<file path="src/rtl/reg_loader.sv">
// reg_loader: write-side controller for an 8x8 regMem register file.
// Accepts a byte stream over valid/ready and writes consecutive bytes into
// consecutive registers starting at first_reg, wrapping after register 7.
// Optional readback pass through regMem's two read ports is enabled by
// defining REG_LOADER_VERIFY_EN.
//
// state  | meaning
// IDLE   | waiting for start after reset
// LOAD   | in_ready high, one register written per accepted byte
// FLUSH  | final registered write lands in regMem
// VERIFY | readback of every loaded register, two per cycle
// DONE   | load finished cleanly, holds until start/reset
// ERROR  | readback mismatch, err_reg names the first bad register
module reg_loader (
    input  logic       clk,
    input  logic       reset,
    input  logic       start,
    input  logic [2:0] first_reg,
    input  logic [3:0] num_regs,
    input  logic       in_valid,
    input  logic [7:0] in_data,
    output logic       in_ready,
    output logic       write,
    output logic [2:0] wR,
    output logic [7:0] dataIn,
    output logic [2:0] opA,
    output logic [2:0] opB,
    input  logic [7:0] operand_a,
    input  logic [7:0] operand_b,
    output logic       busy,
    output logic       done,
    output logic       error,
    output logic [2:0] err_reg
);

    typedef enum logic [2:0] {
        S_IDLE   = 3'd0,
        S_LOAD   = 3'd1,
        S_FLUSH  = 3'd2,
        S_VERIFY = 3'd3,
        S_DONE   = 3'd4,
        S_ERROR  = 3'd5
    } state_t;

    state_t     state_q, state_d;
    logic [2:0] ptr_q, ptr_d;
    logic [3:0] rem_q, rem_d;
    logic       write_q, write_d;
    logic [2:0] wr_q, wr_d;
    logic [7:0] data_q, data_d;

    logic       handshake;
    logic       start_ok;
    logic [3:0] num_sat;

    assign handshake = (state_q == S_LOAD) && in_valid;
    assign start_ok  = start && ((state_q == S_IDLE) || (state_q == S_DONE) ||
                                 (state_q == S_ERROR));
    assign num_sat   = (num_regs > 4'd8) ? 4'd8 : num_regs;

`ifdef REG_LOADER_VERIFY_EN
    logic [7:0] shadow_q [8];
    logic [2:0] start_ptr_q;
    logic [3:0] start_rem_q;
    logic [2:0] err_reg_q, err_reg_d;
    logic [2:0] ptr_inc;

    assign ptr_inc = ptr_q + 3'd1;
`else
    logic unused_operands;
    assign unused_operands = ^{operand_a, operand_b};
`endif

    // Next-state, pointer/remaining-count and write-port decisions.
    always_comb begin
        state_d = state_q;
        ptr_d   = ptr_q;
        rem_d   = rem_q;
        write_d = 1'b0;
        wr_d    = wr_q;
        data_d  = data_q;
`ifdef REG_LOADER_VERIFY_EN
        err_reg_d = err_reg_q;
`endif
        case (state_q)
            S_IDLE, S_DONE, S_ERROR: begin
                if (start_ok) begin
                    ptr_d   = first_reg;
                    rem_d   = num_sat;
                    state_d = (num_sat == 4'd0) ? S_DONE : S_LOAD;
`ifdef REG_LOADER_VERIFY_EN
                    err_reg_d = 3'd0;
`endif
                end
            end
            S_LOAD: begin
                if (handshake) begin
                    write_d = 1'b1;
                    wr_d    = ptr_q;
                    data_d  = in_data;
                    ptr_d   = ptr_q + 3'd1;
                    rem_d   = rem_q - 4'd1;
                    if (rem_q == 4'd1) begin
                        state_d = S_FLUSH;
                    end
                end
            end
            S_FLUSH: begin
`ifdef REG_LOADER_VERIFY_EN
                state_d = S_VERIFY;
                ptr_d   = start_ptr_q;
                rem_d   = start_rem_q;
`else
                state_d = S_DONE;
`endif
            end
`ifdef REG_LOADER_VERIFY_EN
            S_VERIFY: begin
                // opA is checked first so a double failure reports load order.
                if (operand_a != shadow_q[ptr_q]) begin
                    state_d   = S_ERROR;
                    err_reg_d = ptr_q;
                end else if ((rem_q >= 4'd2) && (operand_b != shadow_q[ptr_inc])) begin
                    state_d   = S_ERROR;
                    err_reg_d = ptr_inc;
                end else if (rem_q <= 4'd2) begin
                    state_d = S_DONE;
                    rem_d   = 4'd0;
                end else begin
                    ptr_d = ptr_q + 3'd2;
                    rem_d = rem_q - 4'd2;
                end
            end
`endif
            default: begin
                state_d = S_IDLE;
            end
        endcase
    end

    // State, pointer and registered regMem write port.
    always_ff @(posedge clk) begin
        if (reset) begin
            state_q <= S_IDLE;
            ptr_q   <= 3'd0;
            rem_q   <= 4'd0;
            write_q <= 1'b0;
            wr_q    <= 3'd0;
            data_q  <= 8'h00;
        end else begin
            state_q <= state_d;
            ptr_q   <= ptr_d;
            rem_q   <= rem_d;
            write_q <= write_d;
            wr_q    <= wr_d;
            data_q  <= data_d;
        end
    end

`ifdef REG_LOADER_VERIFY_EN
    // Shadow copy of accepted bytes plus the start values the readback reloads.
    always_ff @(posedge clk) begin
        if (reset) begin
            for (int i = 0; i < 8; i++) begin
                shadow_q[i] <= 8'h00;
            end
            start_ptr_q <= 3'd0;
            start_rem_q <= 4'd0;
            err_reg_q   <= 3'd0;
        end else begin
            if (handshake) begin
                shadow_q[ptr_q] <= in_data;
            end
            if (start_ok) begin
                start_ptr_q <= first_reg;
                start_rem_q <= num_sat;
            end
            err_reg_q <= err_reg_d;
        end
    end

    assign opA     = (state_q == S_VERIFY) ? ptr_q   : 3'd0;
    assign opB     = (state_q == S_VERIFY) ? ptr_inc : 3'd0;
    assign error   = (state_q == S_ERROR);
    assign err_reg = err_reg_q;
`else
    assign opA     = 3'd0;
    assign opB     = 3'd0;
    assign error   = 1'b0;
    assign err_reg = 3'd0;
`endif

    assign in_ready = (state_q == S_LOAD);
    assign write    = write_q;
    assign wR       = wr_q;
    assign dataIn   = data_q;
    assign busy     = (state_q == S_LOAD) || (state_q == S_FLUSH) || (state_q == S_VERIFY);
    assign done     = (state_q == S_DONE);

endmodule

</file>
<file path="config.mk">
export PLATFORM = sky130hd
export DESIGN_NAME = reg_loader
export DESIGN_NICKNAME = d
export VERILOG_FILES = /design/src/rtl/reg_loader.sv
export SDC_FILE = /design/constraint.sdc
export NUM_CORES = 1
export LEC_CHECK = 0
export CAP_MARGIN = 20
export CORE_ASPECT_RATIO = 0.9
export CORE_MARGIN = 2
export CORE_UTILIZATION = 42
export CTS_CLUSTER_DIAMETER = 150
export DETAILED_ROUTE_END_ITERATION = 6
export PLACE_DENSITY = 0.93
export SETUP_SLACK_MARGIN = 0.3
export SKIP_CTS_REPAIR_TIMING = 1
export SLEW_MARGIN = 20
export SYNTH_ARGS = -nofsm -noshare
export SYNTH_HDL_FRONTEND = slang
export SYNTH_SLANG_ARGS = --single-unit
export TNS_END_PERCENT = 10
</file>
<file path="constraint.sdc">
create_clock -name clk -period 2.5 [get_ports clk]
set_input_delay 0.5 -clock clk [delete_from_list [all_inputs] [get_ports clk]]
set_output_delay 0.5 -clock clk [all_outputs]
set_load 0.1 [all_outputs]
</file>
=== Yosys cells after proc, flatten, opt, wreduce, memory -nomap -nowiden ===
Index checks and enable logic that the tools add are counted.

* Add/sub/neg operators: 2
* $lt $le $gt $ge: 1
* Equality and inequality tests: 9
* Muxes and demuxes: 13
* Bitwise operators: 1
* Reductions and logical operators: 14

{| class="wikitable"
|+ Operators by type and width
! cell !! number
|-
| $mux 3 || 6
|-
| $mux 4 || 3
|-
| $pmux 3 s3 || 1
|-
| $pmux 4 s2 || 1
|-
| $eq 3x2->1 const B || 2
|-
| $eq 3x3->1 const B || 2
|-
| $pmux 3 s2 || 1
|-
| $reduce_and 3->1 || 2
|-
| $eq 4x1->1 const B || 1
|-
| $gt 4x4->1 const B || 1
|-
| $logic_not 4->1 || 1
|-
| $logic_or 1x1->1 || 4
|-
| $ne 2x1->1 const B || 2
|-
| $sub 4x1->4 const B || 1
|-
| $add 3x1->3 const B || 1
|-
| $eq 3x1->1 const B || 1
|-
| $logic_not 3->1 || 1
|-
| $reduce_or 3->1 || 1
|-
| $logic_and 1x1->1 || 2
|-
| $ne 2x2->1 const B || 1
|-
| $reduce_and 2->1 || 1
|-
| $reduce_bool 2->1 || 1
|-
| $reduce_or 2->1 || 1
|-
| $mux 1 || 1
|-
| $not 1->1 || 1
|}

* Register bits after elaboration: 22
* Bits of input ports: 35
* Output and inout bits: 25
* Logic and storage cells: 46

=== Depth between registers and ports, before layout ===
Gate-level depths: netlist of run 1.

* Word-level depth: 6
* Gate-level depth with buffers: 7
* Gate-level depth less buffers: 6

=== Worst setup path after synthesis of run 1 ===
OpenSTA, ideal clock, no wires.

* Path kind: flip-flop to output port
* Start point: register state_q[1]
* End point: output busy
* Arrival time: 1.744 ns
* Required time: 2.000 ns
* Slack: 0.256 ns
* Cell stages (with the launch flop): 4
* Buffers on the path: 1
* Cells stage by stage: dfxtp_1 buf_4 nor2_1 nor2_1

* Cells in the longest elaborated chain, start to end: 3
* Elaborated cells on any way between the ends: 5
* Classes of those cells: eq/ne: 3; reduce/logical: 2

{| class="wikitable"
|+ Ends and longest elaborated chain
! item !! RTL line !! source
|-
| from (decl) || 45 || <nowiki>state_t state_q, state_d;</nowiki>
|-
| from (signal assigned) || 151 || <nowiki>state_q <= state_d;</nowiki>
|-
| $eq 3x1->1 or $eq 3x2->1 (tied branches) || 197 || <nowiki>assign busy = (state_q == S_LOAD) || (state_q == S_FLUSH) || (state_q == S_VERIFY);</nowiki>
|-
| $logic_or 1x1->1 || 197 ||
|-
| $logic_or 1x1->1 * || 197 ||
|-
| to (decl) || 30 || <nowiki>output logic busy,</nowiki>
|}

Every way passes the cells marked *; elsewhere a longest branch is shown, timed or not.

=== Worst setup path in the final report of run 1 ===
* Start point: register state_q[0]
* End point: output in_ready

* Cells in the longest elaborated chain, start to end: 1

{| class="wikitable"
|+ Ends and longest elaborated chain
! item !! RTL line !! source
|-
| $eq 3x1->1 || 193 || <nowiki>assign in_ready = (state_q == S_LOAD);</nowiki>
|-
| to (decl) || 22 || <nowiki>output logic in_ready,</nowiki>
|}

No other way between the ends.

==> results of run 1 <==
power breakdown:
part / internal [mW] / switching (mW)
logic: 0.127 / 0.296
registers: 0.382 / 0.0297
clock network: 0.162 / 0.107
total: 0.671 / 0.433
registers in the layout, summed over array words and instances (netlist names):
signal and flops:
ptr_q 3, rem_q 4, wR 3, dataIn 8, state_q 3, write 1
critical path, cell delays in order (launching register included):
cell and delay [ns]:
dfxtp_1 0.48, or3b_1 0.41, clkinv_2 0.12, buf_12 0.18
path summary, 6_finish.rpt:
check / start / endpoint / slack, ns
max reg2reg: state_q[0] / rem_q[2] / 0.78
min reg2reg: wR[0] / wR[0] / 0.46
max: state_q[0] / in_ready / 0.50
min: wR[0] / wR[0] / 0.46
routing by layer:
layer	global-route usage (%)	share of wire, %	vias up
li1	-	-	519
met1	16.5	45	457
met2	26.9	49	34
met3	5.29	6.4	0
met4	2.27	0	0
met5	0	0	-
cells in the mapped netlist (all sizes together):
| master | instances |
|---|---|
| a211oi | 1 |
| a21oi | 17 |
| a221oi | 1 |
| a311oi | 3 |
| a31oi | 2 |
| and2 | 3 |
| and3b | 1 |
| and4bb | 1 |
| buf | 12 |
| clkbuf | 5 |
| clkinv | 1 |
| conb | 1 |
| dfxtp | 22 |
| ha | 3 |
| inv | 5 |
| mux2i | 1 |
| nand2 | 25 |
| nand3 | 1 |
| nand4 | 1 |
| nor2 | 11 |
| nor2b | 1 |
| nor3 | 4 |
| nor3b | 3 |
| nor4 | 2 |
| o211ai | 1 |
| o21ai | 5 |
| o31ai | 1 |
| or2b | 1 |
| or3 | 2 |
| or3b | 1 |
| or4bb | 1 |
cell families (layout without fill, tap and decap cells):
logic type                 Yosys count  after routing  synth area share, %
other                                1             10                0.326
DFF                                 22             22                 38.3
AOI/OAI and AO/OA                   31             31                 17.4
buffers and inverters               23             46                 13.6
muxes                                1              1                0.871
adders and majority gates            3              3                 3.27
and+or+nand+nor                     58             58                 26.1
final cells by class:
cell class	count	area [µm²]	share of cell area, %
multi-input cells	103	588	40.1
clock buffers	3	22.5	1.53
well taps	28	35.0	2.39
repair buffers	36	328	22.3
inverters	6	23.8	1.62
clock inverters	1	30.0	2.05
flip-flops and latches	22	440	30.0
==> metrics.md, run 1 <==
| Metric | Value |
|---|---|
| Status | `finished clean` |
| Top cell type's share of synthesized area | `38.3%` |
| Setup ws final | `0.503 ns` |
| Routed wire length | `2190 µm` |
| Vias per cell | `5.08` |
| Clock-pin slew on the worst setup and hold paths | `0.12 ns` |
| Tcrit/Tclk final | `79.9%` |
| Initial core utilization | `45.4%` |
| Share of layout cells above drive strength 1 | `18.7%` |
| Setup crit end kind | `output port` |
| Total GRT Usage | `14.6%` |
| Largest net degree at the start of global routing | `16` |
| CTS tree | `yes` |
| First-pass GRT wire length | `3510 µm` |
| Worst vdd rail ir drop | `0.647 mV` |
| Leakage | `0.591 nW` |
| Number of warnings issued by yosys | `0` |
| Worst-path fanout max | `9` |
| Post-DP Area | `0.00142 mm²` |
| Hold slack | `0.463 ns` |
| Post-detail-place hpwl | `1630 µm` |
| Crit Path Class | `register to output port` |
| Place WS | `0.350 ns` |
| Crit path launch type | `register` |
| Setup TNS | `0 ns` |
| Final hold viol count | `0` |
| RSZ-0062 raised after global routing | `false` |
| Core Area | `0.00253 mm²` |
| Tightest Pin Transition | `0.542 ns` |
| Post-Syn Area | `0.00115 mm²` |
| Max_cap viols | `0` |
| IO Port Bufs | `33` |
| Cell Pwr Density | `752 mW/mm²` |
| Initial antenna violation count | `0` |
| DRT Pass-1 Iters | `4` |
| Hold Crit Depth | `2` |
| Largest cells by area after synthesis | `dfxtp_1, nand2_1, a21oi_1` |
| Power consumption | `1.10 mW` |
| CTS Buf Count | `3` |
| Remaining DRCs | `0` |
| Post-route design area | `0.00147 mm²` |
| Cells after Synth | `139` |
| Clk sink count | `22` |
| Synth unique cells | `37` |
| Sequential area share after synthesis | `38.3%` |
| # rows | `17` |
| Clk_lat worst skew | `0.31 ns` |
| Mapped Avg Cell Area | `8.26 µm²` |
| Yosys top cell by area | `dfxtp_1` |
| Setup violators final | `0` |
| Area grow syn2layout | `27.8%` |
| Path depth of the worst reg2reg path | `4` |
| Non-filler cells, final | `199` |
| Max Clk Rate | `501 MHz` |
| Grt ovf | `0` |
| Commonest non-fill, non-tap cell in the layout | `nand2_1` |
| FILL cells | `241` |
| Clock Skew | `0.00680 ns` |
| Initial DRC count | `33` |
| Min Tclk post-route | `2.00 ns` |
| H-tree depth | `1` |
| Tightest Hold Check Type | `register to register` |
| Synthesized flop and latch total | `22` |
| Die area | `0.00317 mm²` |
| Final ANT Viol Nets | `0` |
| CP Data Arrival Time | `1.50 ns` |
| Most frequent cells in the layout | `nand2_1, dfxtp_1, clkdlybuf4s50_1, a21oi_1, buf_4` |
| Post-Place Cells | `195` |
| Vias | `1010` |
| WL per Instance | `11.0 µm` |
| Final core occ | `58.0%` |
| Crit path required time | `2.00 ns` |
| Nets | `210` |
| Vias in the first global route | `854` |
| Die Y | `53.6 µm` |
| Ant diodes | `0` |
| Slew HR | `63.5%` |
| GPL Wtd Cong | `0.787` |
| Top-level port count | `60` |
| Clock tree root driver cell | `clkbuf_4` |
| Chip width | `59.1 µm` |
| CTS Buffer Depth | `2` |
| Max-slew violation count | `0` |
Power figures use the tool's default switching activity.
==> inputs of run 2 (changes only) <==
- CORE_UTILIZATION: 42 -> 35
- PLACE_DENSITY: 0.93 -> 0.83
- clock period: 2.5 -> 1.8 ns (I/O delays scaled with it)
==> metrics.md, run 2 (synthesis results as in run 1) <==
| Metric | Value |
|---|---|
| Crit path required time | `1.44 ns (-0.56 ns)` |
| IO Port Bufs | `33 (unchanged)` |
| Post-detail-place hpwl | `1870 µm (+15%)` |
| Nets | `219 (+4.3%)` |
| Vias | `1085 (+7.4%)` |
| # rows | `19 (+2)` |
| Setup TNS | `0 ns (unchanged)` |
| Share of layout cells above drive strength 1 | `25.6% (+6.8 points)` |
| Clk sink count | `22 (unchanged)` |
| Tightest Hold Check Type | `register to register` |
| Tcrit/Tclk final | `93.3%` |
| Crit path launch type | `register` |
| Post-DP Area | `0.00166 mm² (+17%)` |
| FILL cells | `275 (+14%)` |
| Min Tclk post-route | `1.68 ns` |
| RSZ-0062 raised after global routing | `true` |
| Max-slew violation count | `0 (unchanged)` |
| Worst vdd rail ir drop | `0.441 mV (-32%)` |
| DRT Pass-1 Iters | `5 (+1)` |
| H-tree depth | `1 (unchanged)` |
| Most frequent cells in the layout | `nand2_1, dfxtp_1, clkdlybuf4s50_1, a21oi_1, buf_12` |
| Initial DRC count | `51 (+55%)` |
| Path depth of the worst reg2reg path | `6 (+2)` |
| Largest net degree at the start of global routing | `19 (+3)` |
| Clk_lat worst skew | `0.30 ns (about the same)` |
| R2R Path Start | `state_q[2]` |
| WL per Instance | `12.0 µm (+9.6%)` |
| CP Data Arrival Time | `1.32 ns (-0.18 ns)` |
| First-pass GRT wire length | `4060 µm (+16%)` |
| Setup ws final | `0.121 ns (-0.382 ns)` |
| Max Clk Rate | `595 MHz` |
| Total GRT Usage | `13.9% (-0.70 points)` |
| CTS Buffer Depth | `2 (unchanged)` |
| R2r endpoint | `ptr_q[2]` |
| Leakage | `0.680 nW (+15%)` |
| Setup slack, reg-to-reg | `0.24 ns (-0.54 ns)` |
| Status | `finished clean` |
| Initial antenna violation count | `0 (unchanged)` |
| Worst-path fanout max | `5 (-4)` |
| Cell Pwr Density | `944 mW/mm² (+26%)` |
| Clock Skew | `0.00462 ns (-0.00218 ns)` |
| Top-level port count | `60 (unchanged)` |
| Core Area | `0.00309 mm² (+22%)` |
| Die Y | `58.3 µm (+8.8%)` |
| Final ANT Viol Nets | `0 (unchanged)` |
| Area grow syn2layout | `52.7%` |
| Grt ovf | `0 (unchanged)` |
| Post-route design area | `0.00175 mm² (+20%)` |
| Clock tree root driver cell | `clkbuf_4` |
| Setup crit end kind | `output port` |
| Place WS | `-0.0651 ns (-0.415 ns)` |
| Final hold viol count | `0 (unchanged)` |
| Die area | `0.00376 mm² (+19%)` |
| Routed wire length | `2670 µm (+22%)` |
| Initial core utilization | `37.2% (-8.2 points)` |
| CTS Buf Count | `3 (unchanged)` |
| Clock-pin slew on the worst setup and hold paths | `0.12 ns (about the same)` |
| Crit Path Class | `register to output port` |
| Ant diodes | `0 (unchanged)` |
| Setup violators final | `0 (unchanged)` |
| Vias per cell | `4.89 (-3.7%)` |
| Hold wc startpoint | `ptr_q[1]` |
| Hold Crit Depth | `2 (unchanged)` |
| Number of flip-flops under the largest register name | `8 (unchanged)` |
| Vias in the first global route | `931 (+9.0%)` |
| Commonest non-fill, non-tap cell in the layout | `nand2_1` |
| Remaining DRCs | `0 (unchanged)` |
| CTS tree | `yes` |
| Worst Hold Path EP | `wR[1]` |
| GPL Wtd Cong | `0.784 (-0.39%)` |
| Chip width | `64.4 µm (+8.9%)` |
| Max_cap viols | `0 (unchanged)` |
==> run 2: area by class of cell <==
class / count / area [µm²] / area share [%]
tap: 42 / 52.6 / 3.00
clock inverter: 1 / 30.0 / 1.71
sequential: 22 / 442 / 25.2
inverter: 6 / 27.5 / 1.57
clock buffer: 3 / 22.5 / 1.28
multi-input combinational: 103 / 609 / 34.7
timing repair buffer: 45 / 571 / 32.5
==> run 2: power breakdown <==
part           total (mW)  switching [mW]  leakage, nW  internal, mW
sequential          0.572          0.0396        0.180         0.532
clock               0.371           0.146       0.0279         0.225
combinational       0.714           0.451        0.472         0.263
total                1.66           0.636        0.680          1.02
==> run 2: worst max path at each step <==
stage,cells past startpoint,to,startpoint
after CTS,3,in_ready,state_q[2]
final,3,in_ready,state_q[2]
after global placement,5,ptr_q[1],in_valid
after global routing,3,in_ready,state_q[2]
after floorplan,3,busy,state_q[1]
after detailed placement,5,rem_q[0],in_valid
==> run 2: through the flow <==
stage               hold slack (ns)  std cells  total power, mW  util, %
floorplan                     0.432        148             1.07        -
global placement              0.459        215             1.25     53.6
detailed placement            0.474        215             1.26     53.6
CTS                           0.485        219             1.63     55.3
global route                  0.513        222             1.74     56.8
finish                        0.490        222             1.66     56.8
==> run 2: worst max-delay path: stages, from the launching register on <==
cell and delay, ns:
dfxtp_1 0.33, or3b_4 0.43, clkinv_4 0.09, buf_12 0.17
==> run 2: routing by layer <==
| metal | up-vias | share of wire, % | track usage [%] |
|---|---|---|---|
| li1 | 537 | - | - |
| met1 | 510 | 46 | 18.5 |
| met2 | 36 | 48 | 22.3 |
| met3 | 2 | 4.5 | 2.10 |
| met4 | 0 | 1.0 | 6.69 |
| met5 | - | 0 | 0 |
==> variant, RTL diff (settings of run 2) <==
Add a define of `REG_LOADER_VERIFY_EN`.
--- a/src/rtl/reg_loader.sv
+++ b/src/rtl/reg_loader.sv
@@ -11,6 +11,8 @@
 // VERIFY | readback of every loaded register, two per cycle
 // DONE   | load finished cleanly, holds until start/reset
 // ERROR  | readback mismatch, err_reg names the first bad register
+`define REG_LOADER_VERIFY_EN
+
 module reg_loader (
     input  logic       clk,
     input  logic       reset,
Check against the original RTL: not equivalent (Yosys sat finds a counterexample within 4 cycles, from zero or initial values and one cycle with reset high).
==> variant against run 2 <==
- the flow now finishes with violations (setup timing)
- first-iteration DRC count rose to 13 times the old value
- critical path depth increased by 9
- routed wire length increased to 6.6 times the old value
- power increased to 5.5 times the old value
- via count rose to 4.4 times the old value
- setup slack worse by 1.3 ns
- cell area grew to 4.7 times the old value
- sequential share of layout area grew 7.2 points
- sequential cell count up 77
- area after synthesis increased to 4.9 times the old value
- count of clock-buffer cells in the layout grew 6
==> variant: results (changes against run 2) <==
| Metric | Value |
|---|---|
| Status | finished, violations left (was finished, final reports clean) |
| Failing checks | setup timing |
| Violation count after the first detailed-route iteration | 653 (was 51) |
| Clock edge transition at the registers on the reported setup and hold paths | 0.07 ns (was 0.12 ns) |
| Worst Hold Margin | 0.459 ns (was 0.490 ns) |
| Number of flip-flops in the largest register | 64 (was 8) |
| R2R Path Start | ptr_q[1] (was state_q[2]) |
| Peak VDD IR | 535 uV (was 441 uV) |
| Most frequent cell after synthesis | sky130_fd_sc_hd__edfxtp_1 (was sky130_fd_sc_hd__nand2_1) |
| Total track usage | 19.2% (was 13.9%) |
| Count of nets after finishing | 684 (was 219) |
| Proportion of layout cells with a drive suffix above 1 | 40.1% (was 25.6%) |
| Commonest cells in the synthesized netlist | sky130_fd_sc_hd__edfxtp_1 (64), sky130_fd_sc_hd__and3_1 (41), sky130_fd_sc_hd__nand2_1 (38) (was sky130_fd_sc_hd__nand2_1 (25), sky130_fd_sc_hd__dfxtp_1 (22), sky130_fd_sc_hd__a21oi_1 (17)) |
| H-Tree Level Count | 3 (was 1) |
| Count of port buffers added during placement | 59 (was 33) |
| DR WL met2 | 8230 um (was 1290 um) |
| Master of the slowest instance on the critical path | sky130_fd_sc_hd__mux4_2 (was sky130_fd_sc_hd__or3b_4) |
| NetSw | 3.32 mW (was 0.636 mW) |
| TritonCTS Buffers | 9 (was 3) |
| CTS root buf | sky130_fd_sc_hd__clkbuf_16 (was sky130_fd_sc_hd__clkbuf_4) |
| Wire length on met3 | 1470 um (was 120 um) |
| Setup-failing EPs final | 21 (was 0) |
| Distinct cell type count of the synthesized netlist | 52 (was 37) |
| Wire length of the first global-routing pass | 24,600 um (was 4060 um) |
| Critical-path maximum fanout | 4 (was 5) |
| Top cells by area in the synthesized netlist | sky130_fd_sc_hd__edfxtp_1 (34%), sky130_fd_sc_hd__dfxtp_1 (13%), sky130_fd_sc_hd__mux4_2 (8.1%) (was sky130_fd_sc_hd__dfxtp_1 (38%), sky130_fd_sc_hd__nand2_1 (8.2%), sky130_fd_sc_hd__a21oi_1 (7.4%)) |
| Total half-perimeter wirelength after legalization and detailed placement | 12,200 um (was 1870 um) |
| Insertion delay to the later sink of the worst-skew pair | 0.36 ns (was 0.30 ns) |
| Met3 track demand over resource in global routing | 3.38% (was 2.10%) |
| Cell Area, Placed | 0.00736 mm^2 (was 0.00166 mm^2) |
| Seq/Total Area, Yosys | 46.9% (was 38.3%) |
| Fin Setup TNS | -16.14 ns (was 0 ns) |
| Global Route met2 Usage | 29.2% (was 22.3%) |
| Worst setup skew after layout | 0.0126 ns (was 0.00462 ns) |
| Hold path startpoint | start_ptr_q[1] (was ptr_q[1]) |
| Number of global-route vias before repair | 4,421 (was 931) |
| Smallest setup slack after layout | -1.18 ns (was 0.121 ns) |
| Switching share of total power | 36.3% (was 38.4%) |
| CP max stage delay | 0.51 ns (was 0.43 ns) |
| First-pass iteration count of the detailed router | 6 (was 5) |
| GR Layer Usage met1 | 28.2% (was 18.5%) |
[variant: cell types whose count changed after synthesis, moves of 17 or more]
cell and change:
sky130_fd_sc_hd__edfxtp_1 +64, sky130_fd_sc_hd__and3_1 +41, sky130_fd_sc_hd__and2_1 +34, sky130_fd_sc_hd__mux2i_1 +26, sky130_fd_sc_hd__xnor2_1 +26, sky130_fd_sc_hd__clkbuf_1 +21, sky130_fd_sc_hd__mux4_2 +20, sky130_fd_sc_hd__a21oi_1 +17
sky130_fd_sc_hd__nor2_1 +17
[variant: final cells by class]
| cell class | instances | area (um^2) |
|---|---|---|
| flip-flops and latches | 99 | 2640 |
| multi-input cells | 361 | 3190 |
| fillers | 1268 | 7330 |
| inverters | 10 | 37.5 |
| clock inverters | 7 | 67.6 |
| clock buffers | 9 | 225 |
| repair buffers | 158 | 1750 |
| well taps | 202 | 253 |
[variant: cells by family after synthesis]
family,Yosys count,synth area share (%)
buffers and inverters,43,3.29
AOI/OAI and AO/OA,79,9.44
DFF,99,46.9
xor gates and xnor gates,28,4.39
and+or+nand+nor,191,18.6
muxes,53,15.2
adders and majority gates,10,2.24
[variant: worst min-delay path: cells and delay by family, from the launching register on]
kind	cells	cell delay (ns)
flip-flops	1	0.31
AO/OA/AOI/OAI	1	0.05
AND/OR/NAND/NOR	1	0.05
[variant: stage by stage]
step / std cells / setup WS (ns)
after floorplan: 503 / -0.934
after global placement: 818 / -1.06
after detailed placement: 818 / -1.09
after CTS: 834 / -1.15
after global routing: 846 / -1.25
final: 846 / -1.18
[variant: final timing paths]
kind / endpoint / depth (start not counted)
setup / recovery: ptr_q[1] / 12
hold / removal: start_ptr_q[1] / 2
setup reg to reg: ptr_q[1] / 12
hold reg to reg: start_ptr_q[1] / 2
